[src/rtl/pipe_hazard_ctrl.sv]
// -----------------------------------------------------------------------------
// pipe_hazard_ctrl
//
// Central stall/flush scheduler for the 5-stage IF/ID/EX/MEM/WB pipeline.
// It detects load-use hazards in ID, applies EX branch/jump redirects, and
// sequences a halt: the pipeline is first drained and then frozen. It also
// counts retired instructions.
//
// The control outputs are combinational from the current state and this
// cycle's inputs, so they take effect with zero latency.
//
// Ports
//   clk          rising-edge clock
//   rstn         synchronous reset, ACTIVE HIGH (1 = reset). The name is
//                historical; the polarity really is active high.
//   id_rs1/2     source registers of the instruction in ID
//   id_use_rs1/2 the ID instruction actually reads that source
//   id_halt      ID holds a halt instruction
//   ex_rd        destination register of the instruction in EX
//   ex_memread   the EX instruction is a load
//   ex_redirect  EX resolved a taken branch/jump (mispredict)
//   ex_target    redirect target PC
//   wb_valid     a valid instruction retires this cycle
//   pc_en        PC register update enable
//   pc_sel       1 = next PC is pc_target
//   pc_target    next PC when pc_sel = 1 (zero otherwise)
//   if_id_en     IF/ID register enable
//   if_id_flush  clear IF/ID to a bubble
//   id_ex_flush  clear ID/EX to a bubble
//   halted       pipeline frozen after halt
//   num_inst     retired instruction count (saturating)
//
// Build option
//   PIPE_HAZARD_PERF_EN : when defined, adds stall_cnt (load-use bubble cycles)
//                         and flush_cnt (applied redirects). Both counters
//                         saturate and clear on reset.
// -----------------------------------------------------------------------------
module pipe_hazard_ctrl #(
    parameter int PC_W       = 12,
    parameter int WARMUP_CYC = 5,
    parameter int DRAIN_CYC  = 3
) (
    input  logic            clk,
    input  logic            rstn,
    input  logic [4:0]      id_rs1,
    input  logic [4:0]      id_rs2,
    input  logic            id_use_rs1,
    input  logic            id_use_rs2,
    input  logic            id_halt,
    input  logic [4:0]      ex_rd,
    input  logic            ex_memread,
    input  logic            ex_redirect,
    input  logic [PC_W-1:0] ex_target,
    input  logic            wb_valid,
    output logic            pc_en,
    output logic            pc_sel,
    output logic [PC_W-1:0] pc_target,
    output logic            if_id_en,
    output logic            if_id_flush,
    output logic            id_ex_flush,
    output logic            halted,
    output logic [31:0]     num_inst
`ifdef PIPE_HAZARD_PERF_EN
    ,
    output logic [31:0]     stall_cnt,
    output logic [31:0]     flush_cnt
`endif
);

    localparam int WARM_W  = (WARMUP_CYC > 1) ? $clog2(WARMUP_CYC) : 1;
    localparam int DRAIN_W = (DRAIN_CYC > 1) ? $clog2(DRAIN_CYC) : 1;
    localparam logic [WARM_W-1:0]  WARM_LAST  = WARM_W'(WARMUP_CYC - 1);
    localparam logic [DRAIN_W-1:0] DRAIN_LAST = DRAIN_W'(DRAIN_CYC - 1);

    typedef enum logic [1:0] {
        ST_WARM,
        ST_RUN,
        ST_DRAIN,
        ST_HALTED
    } state_t;

    state_t              state_reg, state_next;
    logic [WARM_W-1:0]   warm_cnt_reg, warm_cnt_next;
    logic [DRAIN_W-1:0]  drain_cnt_reg, drain_cnt_next;
    logic                halted_reg;
    logic [31:0]         num_inst_reg;

    // Events that actually took effect this cycle (after state masking and
    // priority). The performance counters count these, not the raw inputs.
    logic                redirect_taken;
    logic                stall_taken;

    // ------------------------------------------------------------------
    // Load-use detection: one comparator per ID source operand.
    // Register x0 never creates a hazard because it is hard-wired to zero.
    // ------------------------------------------------------------------
    logic [4:0] id_src [2];
    logic [1:0] id_src_use;
    logic [1:0] src_hit;
    logic       load_use;

    assign id_src[0]  = id_rs1;
    assign id_src[1]  = id_rs2;
    assign id_src_use = {id_use_rs2, id_use_rs1};

    generate
        for (genvar gi = 0; gi < 2; gi++) begin : g_src_cmp
            assign src_hit[gi] = id_src_use[gi] && (id_src[gi] == ex_rd);
        end
    endgenerate

    assign load_use = ex_memread && (ex_rd != 5'd0) && (|src_hit);

    // ------------------------------------------------------------------
    // Next-state and control outputs
    // ------------------------------------------------------------------
    always_comb begin
        state_next     = state_reg;
        warm_cnt_next  = warm_cnt_reg;
        drain_cnt_next = drain_cnt_reg;
        redirect_taken = 1'b0;
        stall_taken    = 1'b0;
        pc_en          = 1'b1;
        pc_sel         = 1'b0;
        pc_target      = '0;
        if_id_en       = 1'b1;
        if_id_flush    = 1'b0;
        id_ex_flush    = 1'b0;

        case (state_reg)
            ST_WARM: begin
                // Pipeline contents are not trustworthy yet: ignore hazards.
                warm_cnt_next = warm_cnt_reg + WARM_W'(1);
                if (warm_cnt_reg == WARM_LAST) begin
                    state_next = ST_RUN;
                end
            end

            ST_RUN: begin
                if (ex_redirect) begin
                    // The ID instruction is on the wrong path, so neither its
                    // load-use hazard nor its halt matters.
                    redirect_taken = 1'b1;
                end else if (load_use) begin
                    // Hold IF and ID, inject one bubble into EX. Next cycle
                    // the load has moved to MEM and the hazard is gone.
                    stall_taken = 1'b1;
                    pc_en       = 1'b0;
                    if_id_en    = 1'b0;
                    id_ex_flush = 1'b1;
                end else if (id_halt) begin
                    // Halt proceeds to EX; nothing behind it is fetched.
                    pc_en          = 1'b0;
                    if_id_flush    = 1'b1;
                    state_next     = ST_DRAIN;
                    drain_cnt_next = '0;
                end
            end

            ST_DRAIN: begin
                if (ex_redirect) begin
                    // An older branch mispredicted: the halt was speculative.
                    redirect_taken = 1'b1;
                    state_next     = ST_RUN;
                    drain_cnt_next = '0;
                end else begin
                    pc_en          = 1'b0;
                    if_id_en       = 1'b0;
                    id_ex_flush    = 1'b1;
                    drain_cnt_next = drain_cnt_reg + DRAIN_W'(1);
                    if (drain_cnt_reg == DRAIN_LAST) begin
                        state_next = ST_HALTED;
                    end
                end
            end

            ST_HALTED: begin
                pc_en       = 1'b0;
                if_id_en    = 1'b0;
                if_id_flush = 1'b1;
                id_ex_flush = 1'b1;
            end

            default: begin
                state_next = ST_WARM;
            end
        endcase

        if (redirect_taken) begin
            pc_sel      = 1'b1;
            pc_target   = ex_target;
            if_id_flush = 1'b1;
            id_ex_flush = 1'b1;
        end
    end

    // ------------------------------------------------------------------
    // State and counters
    // ------------------------------------------------------------------
    always_ff @(posedge clk) begin
        if (rstn) begin
            state_reg     <= ST_WARM;
            warm_cnt_reg  <= '0;
            drain_cnt_reg <= '0;
            halted_reg    <= 1'b0;
            num_inst_reg  <= '0;
        end else begin
            state_reg     <= state_next;
            warm_cnt_reg  <= warm_cnt_next;
            drain_cnt_reg <= drain_cnt_next;
            halted_reg    <= (state_next == ST_HALTED);
            if (wb_valid && (state_reg != ST_HALTED) && (num_inst_reg != 32'hFFFF_FFFF)) begin
                num_inst_reg <= num_inst_reg + 32'd1;
            end
        end
    end

    assign halted   = halted_reg;
    assign num_inst = num_inst_reg;

`ifdef PIPE_HAZARD_PERF_EN
    logic [31:0] stall_cnt_reg;
    logic [31:0] flush_cnt_reg;

    always_ff @(posedge clk) begin
        if (rstn) begin
            stall_cnt_reg <= '0;
            flush_cnt_reg <= '0;
        end else begin
            if (stall_taken && (stall_cnt_reg != 32'hFFFF_FFFF)) begin
                stall_cnt_reg <= stall_cnt_reg + 32'd1;
            end
            if (redirect_taken && (flush_cnt_reg != 32'hFFFF_FFFF)) begin
                flush_cnt_reg <= flush_cnt_reg + 32'd1;
            end
        end
    end

    assign stall_cnt = stall_cnt_reg;
    assign flush_cnt = flush_cnt_reg;
`else
    // Without the performance counters the taken-event flags only steer the
    // control outputs above.
`endif

endmodule
[config.mk]
export PLATFORM = sky130hd
export DESIGN_NAME = pipe_hazard_ctrl
export DESIGN_NICKNAME = d
export VERILOG_FILES = /design/src/rtl/pipe_hazard_ctrl.sv
export SDC_FILE = /design/constraint.sdc
export NUM_CORES = 1
export LEC_CHECK = 0
export ABC_AREA = 0
export CAP_MARGIN = 5
export CELL_PAD_IN_SITES_DETAIL_PLACEMENT = 1
export CELL_PAD_IN_SITES_GLOBAL_PLACEMENT = 2
export CORE_ASPECT_RATIO = 0.75
export CORE_MARGIN = 3
export CORE_UTILIZATION = 27
export DETAILED_ROUTE_END_ITERATION = 7
export GPL_TIMING_DRIVEN = 0
export PLACE_DENSITY_LB_ADDON = 0.25
export SKIP_CTS_REPAIR_TIMING = 1
export SLEW_MARGIN = 20
export SYNTH_ARGS = -nofsm -noshare
export SYNTH_HDL_FRONTEND = slang
export SYNTH_SLANG_ARGS = --single-unit
[constraint.sdc]
create_clock -name clk -period 5 [get_ports clk]
set_clock_uncertainty 0.1 [all_clocks]
set_input_delay 1 -clock clk [delete_from_list [all_inputs] [get_ports clk]]
set_output_delay 1 -clock clk [all_outputs]
set_load 0.005 [all_outputs]
[Word-level counts from Yosys, hierarchy flattened]
Cells that the tools add are included.
Storage, ports and cells
  memory bits (read-only): 0
  memories kept: 0
  output and inout port bits: 50
  memory bits (writable): 0
  bits in latches: 0
  register bits: 40
Cells by class
  add/subtract/negate cells: 3
  shifts and indexed selects: 0
  mux-type cells: 33
  reductions and logical operators: 12
  eq/ne operators: 13
  div/mod/pow operators: 0
  bitwise logic cells: 0
  multipliers: 0
  $lt $le $gt $ge: 0
Operators with widths (count)
  32-bit by 1-bit adder with 32-bit output (second input constant): 1
  32-bit inequality test (second input constant): 1
  2-bit two-way mux: 10
  1-bit two-way mux: 16
  12-bit two-way mux: 1
  5-bit equality test: 2
  1-bit one-hot mux with 3 select lines: 3
  2-bit equality test (second input constant): 4
  2-bit inequality test (second input constant): 4
  1-bit logical AND: 6
  2-bit one-hot mux with 3 select lines: 1
  5-bit nonzero test: 1
  2-bit one-hot mux with 2 select lines: 1
  4-bit AND reduction: 1
  2-bit OR reduction: 2
  3-bit by 1-bit adder with 3-bit output (second input constant): 1
  3-bit equality test (second input constant): 1
  2-bit by 1-bit adder with 2-bit output (second input constant): 1
  2-bit by 1-bit equality test with 1-bit output (second input constant): 1
  2-bit zero test: 1
  1-bit one-hot mux with 2 select lines: 1
  2-bit nonzero test: 1

[Longest topological paths before layout]
  depth after elaboration: 8
  mapped depth: 8
  gate-level depth less buffers: 8

[Least setup slack after synthesis]
OpenSTA, ideal clock, no wires.
  path type: input to output
  from: in ex_rd[0]
  to: out id_ex_flush
  stages: 6
  data required time: 3.900 ns
  path buffers: 0
  path slack: 1.762 ns
  arrival time: 2.138 ns
  path through: xor2_1 nor4_1 nand3_1 a211oi_2 a211oi_1 o21ai_0
On the way
  cells in the longest elaborated chain, start to end: 8
  elaborated cells between the ends (all ways): 12
RTL lines
  start, declared: RTL line 50  | input logic [4:0] ex_rd,
  5-bit equality test: RTL line 108  | assign src_hit[gi] = id_src_use[gi] && (id_src[gi] == ex_rd);
  1-bit logical AND: RTL line 108
  2-bit OR reduction: RTL line 112  | assign load_use = ex_memread && (ex_rd != 5'd0) && (|src_hit);
  1-bit logical AND *: RTL line 112
  1-bit two-way mux *: RTL line 144  | end else if (load_use) begin
  1-bit two-way mux *: RTL line 140  | if (ex_redirect) begin
  1-bit one-hot mux with 3 select lines *: RTL line 130  | case (state_reg)
  1-bit two-way mux *: RTL line 189  | if (redirect_taken) begin
  end, declared: RTL line 60  | output logic id_ex_flush,
Every way passes the cells marked *; elsewhere a longest branch is shown, timed or not.

[Worst setup path in the final report]
  from: in ex_rd[1]
  to: out id_ex_flush
The elaborated chain is that of the path after synthesis.

==> results.cfg <==
[status]
status = completed

[global_route]
grt_pass1_wl_um = 11260
grt_pass1_vias = 2254
grt_usage = 0.1409
antenna_found_initial = 0
grt_start_max_net_pins = 13
grt_overflow = 0

[setup_path]
end_kind = output port
crit_type = in -> out
reg2reg_from = state_reg[0]
crit_chain = clkdlybuf4s50_1, xor2_1, nor4_1, nand3_1, a211oi_2, a211oi_1, o21ai_0, clkdlybuf4s50_1
rr_endpoint = num_inst[31]
cp_common_cell = clkdlybuf4s50_1
start_kind = primary input
cp_max_fo = 5
worst_path_max_delay_cell = clkdlybuf4s50_1
critPathRequiredTime_ns = 3.90
crit_family = buffers and inverters
rrSetupSlack_ns = 2.60
critical_path_buf_inv_count = 2
crit_arrival_ns = 3.43
r2r_cells = 7
crit_path_max_incr_delay_ns = 0.53

[clocking]
numClockSinks = 40
cts.clk_slew.worst_paths_ns = 0.06
cts_buffers = 5
cts_buffer_depth = 2
cts_tree = done
clk_latency_ns = 0.28
h-tree-depth = 2
ctsRootBufferMaster = clkbuf_16

[drt]
via_count = 2292
drtIter0Drc = 65
drc_errors = 0
ant_nets = 0
vias_per_cell = 4.856
dr.pass1.iters = 4
wirelength_um = 6860
wl_per_cell_um = 14.53

[layout]
largest_register_ffs = 32
drive_above_1_share = 0.04905
area_growth_pct = 49.51
antenna_cells = 0
fill_cells = 979
layout.nets = 409

[yosys]
synthFlopType = dfxtp_1
synth-seq-cells = 40
syn-num-nets = 318
synthArstFlopShare = 0
synth_top_area_cell = dfxtp_1
synth_cell_types = 41
synth_warnings = 0
netlist.area_leader.share = 0.3490
synth_most_common_cell = dfxtp_1
synthesis.instances = 275
synth_edf_count = 0
synth_commonest_cells = dfxtp_1, nor2_1, xor2_1, nand2_1, and3_1
postSynthAreaPerCell_um2 = 8.344
yosysSeqAreaShare = 0.3490
synth.cell_area_mm2 = 0.002295
yosys-top-cells-area = dfxtp_1, xor2_1, nor2_1

[power]
powerDensity_mw_per_mm2 = 267.5
p_leak_nw = 1.284
vdd.ir_drop.worst_v = 0.0001282

[floorplanning]
dieArea_mm2 = 0.009653
coreArea_mm2 = 0.008058
io_pins = 85
die_x_um = 112.5
initial_utilization = 0.2848
std_cell_rows = 28
die-height_um = 85.84

[sta]
fin_tns_setup_ns = 0
hold_viol = 0
rsz0062_at_grt = false
hold_ws_ns = 0.3859
period_needed_ns = 4.534
fmaxAchievable_mhz = 220.5
finalMaxSlewViolations = 0
fin_crit_sh = 0.9069
setup_viol = 0
tightest_slew_ns = 0.6014
maxSlewHeadroom = 0.5972

[place]
gp_congestion = 0.7613
dp_hpwl_um = 5443
portBuffers = 84

[run]
maxCapViolations = 0

[hold_path]
hp-start = drain_cnt_reg[1]
hold_depth = 2
holdPathEnd = drain_cnt_reg[1]
hold_class = reg -> reg
worst max-delay path by stage:
stage | slack [ns] | start | depth (start not counted) | end
after floorplan | 1.76 | ex_rd[0] | 6 | id_ex_flush
after global placement | 0.41 | ex_rd[1] | 8 | id_ex_flush
after detailed placement | 0.46 | ex_rd[1] | 8 | id_ex_flush
after CTS | 0.45 | ex_rd[1] | 8 | id_ex_flush
after global routing | 0.31 | ex_rd[1] | 8 | id_ex_flush
final | 0.47 | ex_rd[1] | 8 | id_ex_flush
tightest hold or removal path: stages (launching register included):
cell     delay (ns)
dfxtp_1        0.31
o21ai_0        0.07
a21oi_1        0.06
cell families (layout without fill, tap and decap cells):
group,after synthesis,count (layout),share of synthesized area
compound gates,33,33,0.1069
xor+xnor,40,40,0.1527
fa+ha+maj,8,8,0.04362
buf+inv,18,110,0.02945
flops,40,40,0.3490
mux,2,2,0.008724
simple gates,134,134,0.3097
metal layers:
layer | track usage | wire, µm
met5 | 0 | 0
met4 | 0.02293 | 8
met3 | 0.03032 | 223
met2 | 0.2282 | 3192
met1 | 0.1967 | 3436
where the power goes:
group / switching [W] / total, W / internal, W
clock: 0.000124 / 0.000359 / 0.000235
combinational: 0.0000987 / 0.000213 / 0.000114
sequential: 0.0000133 / 0.000346 / 0.000332
stage by stage:
step                      setup WS (ns)  cells  total power [W]    util  cell area, µm²
after floorplan                   1.762    275        0.0004613       -            2295
after global placement           0.4119    464        0.0005632  0.4054            3267
after detailed placement         0.4594    464        0.0005686  0.4054            3267
after CTS                        0.4491    472        0.0009350  0.4258            3431
after global routing             0.3106    472        0.0009716  0.4258            3431
final                            0.4656    472        0.0009177  0.4258            3431
cells in the final DEF, fill, tap and decap left out, types with 7 or more instances in the layout:
cell             synthesis  layout
ha_1                     8       8
nand4_1                 12      12
dfxtp_1                 40      40
xnor2_1                 10      10
nand2_1                 22      22
a21oi_1                  7       7
clkdlybuf4s50_1          0      84
inv_1                   11      11
o21ai_0                  8       8
and3_1                  21      21
nand3_1                 15      15
xor2_1                  30      30
nor2_1                  37      37
area by class of cell:
cell class | count | area [µm²] | share of cell area
buffer | 7 | 26.28 | 0.007659
clock buffer | 6 | 128.9 | 0.03756
clock inverter | 2 | 35.03 | 0.01021
timing repair buffer | 84 | 840.8 | 0.2451
inverter | 11 | 41.29 | 0.01204
sequential | 40 | 800.8 | 0.2334
tap | 105 | 131.4 | 0.03829
multi-input combinational | 217 | 1426 | 0.4158
(Power assumes the default switching activity.)
